===== config.mk =====
export PLATFORM = sky130hd
export DESIGN_NAME = zbt_point_writer
export DESIGN_NICKNAME = d
export VERILOG_FILES = /design/src/rtl/zbt_point_writer.sv
export SDC_FILE = /design/constraint.sdc
export NUM_CORES = 1
export LEC_CHECK = 0
export CORE_MARGIN = 2
export CORE_UTILIZATION = 44
export CTS_CLUSTER_DIAMETER = 40
export DETAILED_ROUTE_END_ITERATION = 16
export GPL_ROUTABILITY_DRIVEN = 1
export GPL_TIMING_DRIVEN = 0
export PLACE_DENSITY = 0.83
export SYNTH_ARGS = -nofsm -noshare
export SYNTH_HDL_FRONTEND = slang
export SYNTH_SLANG_ARGS = --single-unit
export TNS_END_PERCENT = 50

===== constraint.sdc =====
create_clock -name clk -period 2.6 [get_ports clk]
set_input_delay 0.78 -clock clk [delete_from_list [all_inputs] [get_ports clk]]
set_output_delay 0.78 -clock clk [all_outputs]
set_load 0.005 [all_outputs]

===== src/rtl/zbt_point_writer.sv =====
// ---------------------------------------------------------------------------
// zbt_point_writer
//
// Purpose:
//   Writes a short run of NUM_POINTS test points into a ZBT SRAM through a
//   valid/ready write port. Point i sits at address BASE_ADDR+i. Its word
//   packs {zero pad, x, y, color}, with
//   x = X0 + i*STEP, y = Y0 + i*STEP (both modulo 2^COORD_W) and
//   color = COLOR0 >> i.
//
// Ports:
//   clk       - single clock, all state on its rising edge
//   reset_n   - asynchronous active-low reset
//   start     - a high level sampled in IDLE begins a run
//   wr_ready  - ZBT write port accepts the current word
//   wr_valid  - wr_addr / wr_data are valid
//   wr_addr   - write address (ADDR_W bits)
//   wr_data   - 36-bit write word
//   busy      - high while a run is in progress
//   done      - one-cycle pulse at the end of a run
//
// Configuration:
//   ZBT_POINT_CLEAR_EN - when defined, each run first writes zero words to
//                        the NUM_POINTS target addresses (CLEAR state), then
//                        writes the points.
// ---------------------------------------------------------------------------
module zbt_point_writer #(
   parameter int                 NUM_POINTS = 4,
   parameter int                 COORD_W    = 10,
   parameter int                 COLOR_W    = 10,
   parameter int                 ADDR_W     = 19,
   parameter int                 BASE_ADDR  = 0,
   parameter int                 X0         = 300,
   parameter int                 Y0         = 300,
   parameter int                 STEP       = 100,
   parameter logic [COLOR_W-1:0] COLOR0     = COLOR_W'(10'b1111111100)
) (
   input  logic              clk,
   input  logic              reset_n,
   input  logic              start,
   input  logic              wr_ready,
   output logic              wr_valid,
   output logic [ADDR_W-1:0] wr_addr,
   output logic [35:0]       wr_data,
   output logic              busy,
   output logic              done
);

   localparam int CNT_W = $clog2(NUM_POINTS + 1);

   localparam logic [1:0] S_IDLE  = 2'd0;
`ifdef ZBT_POINT_CLEAR_EN
   localparam logic [1:0] S_CLEAR = 2'd1;
`endif
   localparam logic [1:0] S_WRITE = 2'd2;
   localparam logic [1:0] S_DONE  = 2'd3;

   localparam logic [CNT_W-1:0] CNT_ZERO = '0;
   localparam logic [CNT_W-1:0] CNT_LAST = CNT_W'(NUM_POINTS - 1);

   logic [1:0]       state;
   logic [CNT_W-1:0] cnt;
   logic [CNT_W-1:0] cnt_nxt;
   logic             xfer;

   // A word moves only when both sides agree. The next index is computed
   // once so that the output registers can be loaded with the next point
   // in the same cycle a transfer happens. This keeps the stream free of
   // bubbles while wr_ready stays high.
   assign xfer    = wr_valid & wr_ready;
   assign cnt_nxt = cnt + CNT_W'(1);

   // Address of point idx. The sum is truncated to ADDR_W, so it wraps
   // naturally modulo 2^ADDR_W.
   function automatic logic [ADDR_W-1:0] point_addr(input logic [CNT_W-1:0] idx);
      return ADDR_W'(BASE_ADDR) + ADDR_W'(idx);
   endfunction

   // Data word of point idx. Coordinates are computed in integer arithmetic
   // and truncated to COORD_W, which gives the modulo wrap. Shifting the
   // color right by idx gives zero once idx reaches COLOR_W.
   function automatic logic [35:0] point_word(input logic [CNT_W-1:0] idx);
      logic [COORD_W-1:0] x;
      logic [COORD_W-1:0] y;
      logic [COLOR_W-1:0] c;
      x = COORD_W'(X0 + int'(idx) * STEP);
      y = COORD_W'(Y0 + int'(idx) * STEP);
      c = COLOR0 >> idx;
      return 36'({x, y, c});
   endfunction

   // Main sequencer. All outputs are registered.
   // - wr_addr and wr_data change only when a new word is presented. They
   //   therefore stay stable across a stall and keep their last value in
   //   IDLE.
   // - busy is set when a run leaves IDLE and cleared on the return to IDLE.
   // - done is high only during the single DONE cycle.
   // - start is looked at only in IDLE, so a start seen mid-run is ignored.
   always_ff @(posedge clk or negedge reset_n) begin
      if (!reset_n) begin
         state    <= S_IDLE;
         cnt      <= '0;
         wr_valid <= 1'b0;
         wr_addr  <= '0;
         wr_data  <= '0;
         busy     <= 1'b0;
         done     <= 1'b0;
      end else begin
         case (state)
            S_IDLE: begin
               done <= 1'b0;
               if (start) begin
                  cnt      <= '0;
                  busy     <= 1'b1;
                  wr_valid <= 1'b1;
                  wr_addr  <= point_addr(CNT_ZERO);
`ifdef ZBT_POINT_CLEAR_EN
                  state    <= S_CLEAR;
                  wr_data  <= '0;
`else
                  state    <= S_WRITE;
                  wr_data  <= point_word(CNT_ZERO);
`endif
               end
            end

`ifdef ZBT_POINT_CLEAR_EN
            // Zero-fill pass over the same addresses. After the last clear
            // word, point 0 is presented right away, so no bubble appears
            // between the two passes.
            S_CLEAR: begin
               if (xfer) begin
                  if (cnt == CNT_LAST) begin
                     state   <= S_WRITE;
                     cnt     <= '0;
                     wr_addr <= point_addr(CNT_ZERO);
                     wr_data <= point_word(CNT_ZERO);
                  end else begin
                     cnt     <= cnt_nxt;
                     wr_addr <= point_addr(cnt_nxt);
                     wr_data <= '0;
                  end
               end
            end
`endif

            S_WRITE: begin
               if (xfer) begin
                  cnt <= cnt_nxt;
                  if (cnt == CNT_LAST) begin
                     state    <= S_DONE;
                     wr_valid <= 1'b0;
                     done     <= 1'b1;
                  end else begin
                     wr_addr  <= point_addr(cnt_nxt);
                     wr_data  <= point_word(cnt_nxt);
                  end
               end
            end

            S_DONE: begin
               state <= S_IDLE;
               done  <= 1'b0;
               busy  <= 1'b0;
            end

            default: begin
               state    <= S_IDLE;
               wr_valid <= 1'b0;
               busy     <= 1'b0;
               done     <= 1'b0;
            end
         endcase
      end
   end

endmodule


### Word-level counts from Yosys, hierarchy flattened

Cells that the tools add are included.

| word-level totals | value |
|---|---|
| logic and storage cells | 52 |
| output and inout bits | 58 |
| register bits | 63 |

| cells by class | value |
|---|---|
| shift-type cells | 1 |
| reduce and logical (&&, ||, !) cells | 8 |
| multiplexer cells | 23 |
| $add $sub $neg | 2 |
| eq/ne operators | 7 |
| $mul | 1 |
| bitwise gates (word level) | 3 |

Operators by type and width:

| cell | count |
|---|---|
| 36-bit 2-to-1 mux | 3 |
| 36-bit one-hot mux with 2 select lines | 1 |
| 19-bit 2-to-1 mux | 3 |
| 19-bit one-hot mux with 2 select lines | 1 |
| 9-bit by 10-bit adder with 10-bit output (first input constant) | 1 |
| 10-bit by 3-bit >> shifter with 10-bit output (first input constant) | 1 |
| 3-bit by 5-bit multiplier with 8-bit output (second input constant) | 1 |
| 2-bit inequality test (second input constant) | 4 |
| 4-bit AND reduction | 2 |
| 1-bit 2-to-1 mux | 6 |
| 2-bit 2-to-1 mux | 3 |
| 3-bit 2-to-1 mux | 2 |
| 3-bit one-hot mux with 2 select lines | 1 |
| 3-bit AND reduction | 2 |
| 2-bit equality test (second input constant) | 2 |
| 2-bit one-hot mux with 2 select lines | 1 |
| 2-bit AND reduction | 2 |
| 3-bit by 1-bit adder with 3-bit output (second input constant) | 1 |
| 3-bit by 2-bit equality test with 1-bit output (second input constant) | 1 |
| 1-bit one-hot mux with 3 select lines | 1 |
| 2-bit zero test | 1 |
| 1-bit inverter | 2 |
| 1-bit one-hot mux with 2 select lines | 1 |
| 2-bit nonzero test | 1 |
| 1-bit AND | 1 |

### Longest topological paths before layout

Gate-level depths: netlist of the first run.

| logic depth | value |
|---|---|
| depth in word-level cells | 6 |
| depth in mapped cells | 10 |

### Worst setup path after synthesis of the first run

OpenSTA, ideal clock, no wires.

| timing path | value |
|---|---|
| path kind | reg2reg |
| start point | register cnt[1] |
| end point | register wr_data[19] |
| library setup time | 0.069 ns |
| cell stages (with the launch flop) | 9 |
| path buffers | 0 |
| arrival | 2.224 ns |
| slack | 0.307 ns |
| data required time | 2.531 ns |
| path through | dfrtp_1 > ha_1 > ha_1 > inv_1 > ha_1 > and2_1 > ha_1 > a2111o_1 > nand3_1 |

| on the way | value |
|---|---|
| longest elaborated chain between the ends | 6 |
| elaborated cells on any way between the ends | 9 |
| those cells by class | add/sub (2); mul (1); eq/ne (2); mux (3); reduce/logical (1) |

Ends and longest elaborated chain:

| item | RTL line | text |
|---|---|---|
| start, declared | 62 | `logic [CNT_W-1:0] cnt;` |
| start signal, assigned | 149 | `cnt <= cnt_nxt;` |
| 3-bit by 1-bit adder with 3-bit output | 71 | `assign cnt_nxt = cnt + CNT_W'(1);` |
| 3-bit by 5-bit multiplier with 8-bit output | 87 | `y = COORD_W'(Y0 + int'(idx) * STEP);` |
| 9-bit by 10-bit adder with 10-bit output | 87 |  |
| 36-bit 2-to-1 mux | 150 | `if (cnt == CNT_LAST) begin` |
| 36-bit 2-to-1 mux | 148 | `if (xfer) begin` |
| 36-bit one-hot mux with 2 select lines | 109 | `case (state)` |
| end signal, assigned | 122 | `wr_data <= point_word(CNT_ZERO);` |
| end signal, assigned | 156 | `wr_data <= point_word(cnt_nxt);` |
| end, declared | 44 | `output logic [35:0] wr_data,` |

Several ways; a longest one is shown, not always the timed one. The select of a mux whose other input is x is not followed.
A chain may end at the register's enable or synchronous reset.

### Worst setup path in the final report of the first run

| timing path | value |
|---|---|
| start point | register cnt[0] |
| end point | register wr_data[27] |

| on the way | value |
|---|---|
| longest elaborated chain between the ends | 6 |
| elaborated cells on any way between the ends | 9 |
| those cells by class | add/sub (2); mul (1); eq/ne (2); mux (3); reduce/logical (1) |

Ends and longest elaborated chain:

| item | RTL line | text |
|---|---|---|
| 3-bit by 1-bit adder with 3-bit output | 71 |  |
| 3-bit by 5-bit multiplier with 8-bit output | 86 | `x = COORD_W'(X0 + int'(idx) * STEP);` |
| 9-bit by 10-bit adder with 10-bit output | 86 |  |
| 36-bit 2-to-1 mux | 150 |  |
| 36-bit 2-to-1 mux | 148 |  |
| 36-bit one-hot mux with 2 select lines | 109 |  |

Several ways; a longest one is shown, not always the timed one. The select of a mux whose other input is x is not followed.

==> results of run 1 <==
final cells by class:
| class | count | area [um2] |
|---|---|---|
| plain buffers | 38 | 277 |
| well taps | 48 | 60.1 |
| flip-flops and latches | 29 | 726 |
| inverters | 9 | 33.8 |
| clock buffers | 7 | 86.3 |
| fillers | 337 | 1380 |
| repair buffers | 35 | 345 |
| multi-input cells | 125 | 754 |
power by group through the flow:
stage               registers (W)  clock network [W]  logic (W)
detailed placement       0.000798                  0    0.00168
finish                   0.000800           0.000361    0.00169
global placement         0.000793                  0    0.00164
global route             0.000831           0.000398    0.00189
floorplan                0.000794                  0    0.00102
CTS                      0.000791           0.000372    0.00169
routing by layer:
layer	up-vias	track usage [%]
met5	-	0
met4	0	5.36
met3	6	5.79
met2	36	26.3
met1	597	19.8
li1	673	-
metrics by stage:
step                hold WS [ps]  power (W)
floorplan                    459    0.00181
global placement             452    0.00244
detailed placement           456    0.00248
CTS                          474    0.00285
global route                 486    0.00312
finish                       472    0.00285
registers in the layout, indices dropped and copies added, names as in the netlist:
signal    cells
busy          1
wr_addr       3
cnt           3
wr_data      18
wr_valid      1
done          1
state         2
critical path: cells and delay by family (launching register included):
kind,cells,cell delay (ps)
flops,1,370
simple gates,1,70
fa+ha+maj,2,700
buf+inv,3,490
compound gates,2,710
cells by family after synthesis:
| family | share of synthesized area [%] |
|---|---|
| simple gates | 13.9 |
| fa+ha+maj | 8.90 |
| xor+xnor | 1.04 |
| compound gates | 13.1 |
| buf+inv | 18.6 |
| mux | 1.26 |
| other cells | 0.222 |
| flops | 43.0 |
placed cells by master (no fill, tap or decap), types with 6 or more instances in the layout:
cell,count
conb_1,26
clkdlybuf4s50_1,34
nor2_1,13
inv_1,9
a21oi_1,10
ha_1,11
dfrtp_1,29
buf_4,35
o21ai_0,6
clkbuf_8,6
nand2_1,18
worst max path at each step:
stage,from,to,slack (ps),cells after the start
floorplan,cnt[1],wr_data[19],310,8
global placement,cnt[1],wr_data[19],80,8
detailed placement,cnt[2],wr_data[19],60,9
CTS,cnt[2],wr_data[19],40,9
global route,cnt[0],wr_data[19],4,8
finish,cnt[0],wr_data[27],140,8
==> flow_metrics.py, run 1 <==
metrics = {
    "status": {
        "outcome": "complete, no violations",
    },
    "grt": {
        "antenna_found_initial": 0,
        "overflow": 0,
        "grt.total_usage_pct": 16.1,
        "grt_pass1_vias": 1181,
        "grt_start_max_net_pins": 30,
        "grt_pass1_wl_um": 5290,
    },
    "power": {
        "power_frac_seq_pct": 28.1,
        "p_sw_share_pct": 37.9,
        "p_switching_w": 0.00108,
        "leakage_nw": 1.13,
        "p_comb_share_pct": 59.3,
        "vdd_drop_max_uv": 581,
        "power_frac_clock_pct": 12.7,
        "cellPowerDensity_mw_per_mm2": 1250,
        "intPower_w": 0.00177,
    },
    "synthesis": {
        "synth_flop_cell": "dfrtp_1",
        "yosysMostFrequentCell": "buf_4",
        "synth_area_leaders": "dfrtp_1, buf_4, ha_1",
        "synth_area_leader_cell": "dfrtp_1",
        "syn_inst": 177,
        "ys_seq_area_share_pct": 43.0,
        "synth.distinct_cells": 36,
        "synthArstFlopShare_pct": 100,
        "synth-seq-cells": 29,
        "syn_area_mm2": 0.00169,
        "syn_avg_cell_area_um2": 9.54,
        "synth_edf_count": 0,
        "yosysWarningCount": 0,
        "yosysTopAreaCellShare_pct": 43.0,
        "netlist_top_cells_count": "buf_4, dfrtp_1, nand2_1",
    },
    "sta": {
        "fin_skew_ps": 3.84,
        "max_freq_mhz": 406,
        "slew_headroom_pct": 58.5,
        "final_hold_viol_count": 0,
        "setup_viol": 0,
        "post-route-min-period_ps": 2460,
        "tns_ps": 0,
        "tightest_slew_ps": 622,
        "post-route-period-util_pct": 94.7,
        "rsz0062_at_grt": "no",
        "slew_violations": 0,
        "worst_slack_ps": 138,
    },
    "routing": {
        "via_per_inst": 4.51,
        "drtPass1Iterations": 4,
        "via_count": 1312,
        "drt_iter0_markers": 49,
        "routed_wl_um": 3110,
        "met2_length_um": 1500,
        "top_layer": "met4",
        "wl_per_cell_um": 10.7,
        "drc": 0,
        "dr_wl_met3_um": 195,
        "ant_nets": 0,
        "wl_met1_um": 1370,
    },
    "setup_path": {
        "criticalPathCategory": "flip-flop to flip-flop",
        "reg2reg_to": "wr_data[27]",
        "worstSetupEndpointType": "flip-flop",
        "r2r_slack_ps": 140,
        "cp_slowest_cell": "o311ai_0",
        "path_cells": "buf_2 > inv_1 > ha_1 > inv_1 > ha_1 > o311ai_0 > a211o_1 > nand3_1",
        "path_max_fanout": 9,
        "slowest_delay_ps": 510,
        "critPathArrivalTime_ps": 2620,
        "cp.required_ps": 2760,
        "reg2reg_depth": 8,
        "critPathLaunchType": "flip-flop",
        "r2r-start": "cnt[0]",
    },
    "cells_and_area": {
        "antennaDiodeCount": 0,
        "fin_nets": 259,
        "fin_util_pct": 62.3,
        "syn_to_final_growth_pct": 35.2,
        "fin_cells": 291,
        "final_layout_size_suffix_gt1_share_pct": 19.3,
        "finalInstanceArea_mm2": 0.00228,
    },
    "hold_path": {
        "hold_path_class": "flip-flop to flip-flop",
        "min_from": "wr_addr[0]",
        "whs_endpoint": "wr_addr[0]",
        "min_path_cells": 2,
    },
    "flow_run": {
        "max_cap_viol_count": 0,
    },
    "clock_tree": {
        "ctsLongestPathBuffers": 2,
        "clk_pin_slew_ps": 60,
        "postCtsHoldBufs": 0,
        "clk_latency_ps": 280,
        "post_cts_buffers": 0,
        "cts_sinks": 29,
        "cts_tree": "done",
        "cts_inserted_buffers": 5,
        "cts.repair.resized": 0,
        "clockRootBuffer": "clkbuf_8",
        "ctsHtreeMaxLevel": 2,
    },
    "placement": {
        "portBuffers": 35,
        "placedCellCount": 285,
        "placed_area_mm2": 0.00219,
        "gp_congestion": 0.786,
        "dp_slack_ps": 59.5,
        "dp_hpwl_um": 2370,
    },
    "die": {
        "coreArea_mm2": 0.00366,
        "pin_count": 62,
        "rows": 22,
        "dieArea_mm2": 0.00435,
        "die_width_um": 65.9,
        "fp.dieH_um": 65.9,
        "initial_core_util_pct": 46.1,
    },
}
Power figures use the tool's default switching activity.
==> run 2, diff against run 1 <==
Settings changed: CAP_MARGIN set to 0, CTS_CLUSTER_DIAMETER 40 to 150, RECOVER_POWER set to 100.
==> run 2 against run 1 <==
  * Sequential share of layout area about the same
  * Maximum frequency about the same
  * Setup slack worse by 0.63 ps
  * Die area unchanged
  * Via count up 0.15%
  * First-iteration DRC count up 2.0%
  * Global-route usage unchanged
  * Count of clock-buffer cells in the layout unchanged
  * Combinational power down 5%
  * Non-clock buffer count unchanged
  * Critical path type unchanged
  * Highest routed layer unchanged
==> flow_metrics.py, run 2 (synthesis gave the netlist of run 1 again) <==
metrics = {
    "cells_and_area": {
        "largest_register": "wr_data",
        "fillers": 339,
        "most-common-layout-cells": "buf_4, dlygate4sd3_1, dfrtp_1",
        "largest_register_ffs": 18,
        "fin_nets": 259,
        "antennaDiodeCount": 0,
        "finalInstanceArea_mm2": 0.00228,
        "reg.largest.list": "wr_data (18), cnt (3), wr_addr (3)",
        "final_layout_size_suffix_gt1_share_pct": 18.5,
        "mostFrequentLayoutCell": "buf_4",
        "syn_to_final_growth_pct": 35.1,
    },
    "sta": {
        "hold_ws_ps": 466,
        "slew_violations": 0,
        "tightest_slew_ps": 1480,
        "setup_viol": 0,
        "tns_ps": 0,
        "post-route-min-period_ps": 2460,
        "rsz0062_at_grt": "no",
        "slew_headroom_pct": 1.06,
        "fin_skew_ps": 3.71,
        "post-route-period-util_pct": 94.7,
        "max_freq_mhz": 406,
        "final_hold_viol_count": 0,
    },
    "grt": {
        "grt_pass1_vias": 1181,
        "grt_pass1_wl_um": 5290,
        "overflow": 0,
        "antenna_found_initial": 0,
        "grt_start_max_net_pins": 30,
        "grt.total_usage_pct": 16.1,
    },
    "setup_path": {
        "critPathArrivalTime_ps": 2620,
        "path_cells": "buf_2 > inv_1 > ha_1 > inv_1 > ha_1 > o311ai_0 > a211o_1 > nand3_1",
        "cp_slowest_cell": "o311ai_0",
        "critPathBufInv": 3,
        "critPathLaunchType": "flip-flop",
        "critPathTopFamily": "compound AO/OA/AOI/OAI gates",
        "path_max_fanout": 9,
        "criticalPathCategory": "flip-flop to flip-flop",
        "worstSetupEndpointType": "flip-flop",
        "r2r_slack_ps": 140,
        "slowest_delay_ps": 510,
        "cp.required_ps": 2760,
    },
    "power": {
        "p_switching_w": 0.00107,
        "p_sw_share_pct": 38.8,
        "leakage_nw": 1.13,
        "intPower_w": 0.00169,
        "power_frac_seq_pct": 28.7,
        "vdd_drop_max_uv": 570,
        "p_comb_share_pct": 58.2,
        "cellPowerDensity_mw_per_mm2": 1210,
        "power_frac_clock_pct": 13.1,
    },
    "placement": {
        "placed_area_mm2": 0.00219,
        "portBuffers": 35,
        "dp_hpwl_um": 2370,
        "gp_congestion": 0.786,
    },
    "clock_tree": {
        "clk_latency_ps": 280,
        "post_cts_buffers": 0,
        "ctsLongestPathBuffers": 2,
        "cts_sinks": 29,
        "cts_tree": "done",
        "ctsHtreeMaxLevel": 2,
        "clockRootBuffer": "clkbuf_8",
        "cts_inserted_buffers": 5,
        "clk_pin_slew_ps": 60,
    },
    "die": {
        "dieArea_mm2": 0.00435,
        "fp.dieH_um": 65.9,
        "initial_core_util_pct": 46.1,
        "die_width_um": 65.9,
        "rows": 22,
        "coreArea_mm2": 0.00366,
        "pin_count": 62,
    },
    "routing": {
        "drc": 0,
        "ant_nets": 0,
        "drt_iter0_markers": 50,
        "wl_per_cell_um": 10.7,
        "via_count": 1314,
        "routed_wl_um": 3110,
        "via_per_inst": 4.52,
        "drtPass1Iterations": 4,
    },
    "flow_run": {
        "max_cap_viol_count": 0,
    },
    "hold_path": {
        "hold_path_class": "flip-flop to flip-flop",
    },
    "status": {
        "outcome": "complete, no violations",
    },
}
run 2: cell types whose count changed in the layout (fill, tap and decap cells not counted), sizes merged:
cell	previous run	this run
buf	38	36
dlygate4sd3	0	34
clkdlybuf4s50	34	0
clkbuf	8	10
run 2: worst paths after layout:
path / cells past startpoint / to / start
max in group asynchronous: 1 / cnt[0] / reset_n
worst min register to register: 2 / wr_addr[0] / wr_addr[0]
worst min-delay path: 2 / wr_addr[0] / wr_addr[0]
min in group asynchronous: 1 / wr_data[1] / reset_n
worst max-delay path: 8 / wr_data[27] / cnt[0]
worst max register to register: 8 / wr_data[27] / cnt[0]
run 2: per-layer routing:
layer  share of wire, %  GRT usage (%)  vias to the layer above
met5                  0              0                        -
met4               0.77           5.36                        0
met3                6.3           5.79                        4
met2                 49           26.3                       39
met1                 43           19.8                      599
li1                   -              -                      672
run 2: tightest hold or removal path: cells and delay by family (launching register included):
kind,cells,cell delay [ps]
simple gates,1,40
compound gates,1,50
flops,1,330
run 2: final cells by class:
| class | instances | area (um2) | share of cell area, % |
|---|---|---|---|
| multi-input cells | 125 | 754 | 33.1 |
| flip-flops and latches | 29 | 726 | 31.8 |
| repair buffers | 35 | 344 | 15.1 |
| plain buffers | 38 | 275 | 12.1 |
| clock buffers | 7 | 86.3 | 3.79 |
| well taps | 48 | 60.1 | 2.63 |
| inverters | 9 | 33.8 | 1.48 |
run 2: through the flow:
stage	instances	utilization [%]	setup WS (ps)	power, W
2_1_floorplan	202	-	307	0.00181
3_3_place_gp	285	59.9	82.6	0.00244
3_5_place_dp	285	59.9	59.5	0.00248
4_1_cts	292	62.2	40.3	0.00285
5_1_grt	291	62.3	3.57	0.00303
6_report	291	62.3	138	0.00276
run 2: power by group through the flow:
stage / Sequential [W] / Clock (W) / Combinational (W)
finish: 0.000792 / 0.000362 / 0.00160
global route: 0.000825 / 0.000398 / 0.00181
CTS: 0.000791 / 0.000372 / 0.00169
detailed placement: 0.000798 / 0 / 0.00168
global placement: 0.000793 / 0 / 0.00164
floorplan: 0.000794 / 0 / 0.00102
run 2: timing repair:
action / 4_1_cts / 5_1_grt
gates resized for setup: 0 / 2
endpoints found under the setup margin: 0 / 2
hold buffers: 0 / 0
==> run 3, diff against run 2 <==
Settings changed: HOLD_SLACK_MARGIN set to 0.15.
==> results of run 3 <==
Final layout, timing and power as in run 2 (identical DEF).
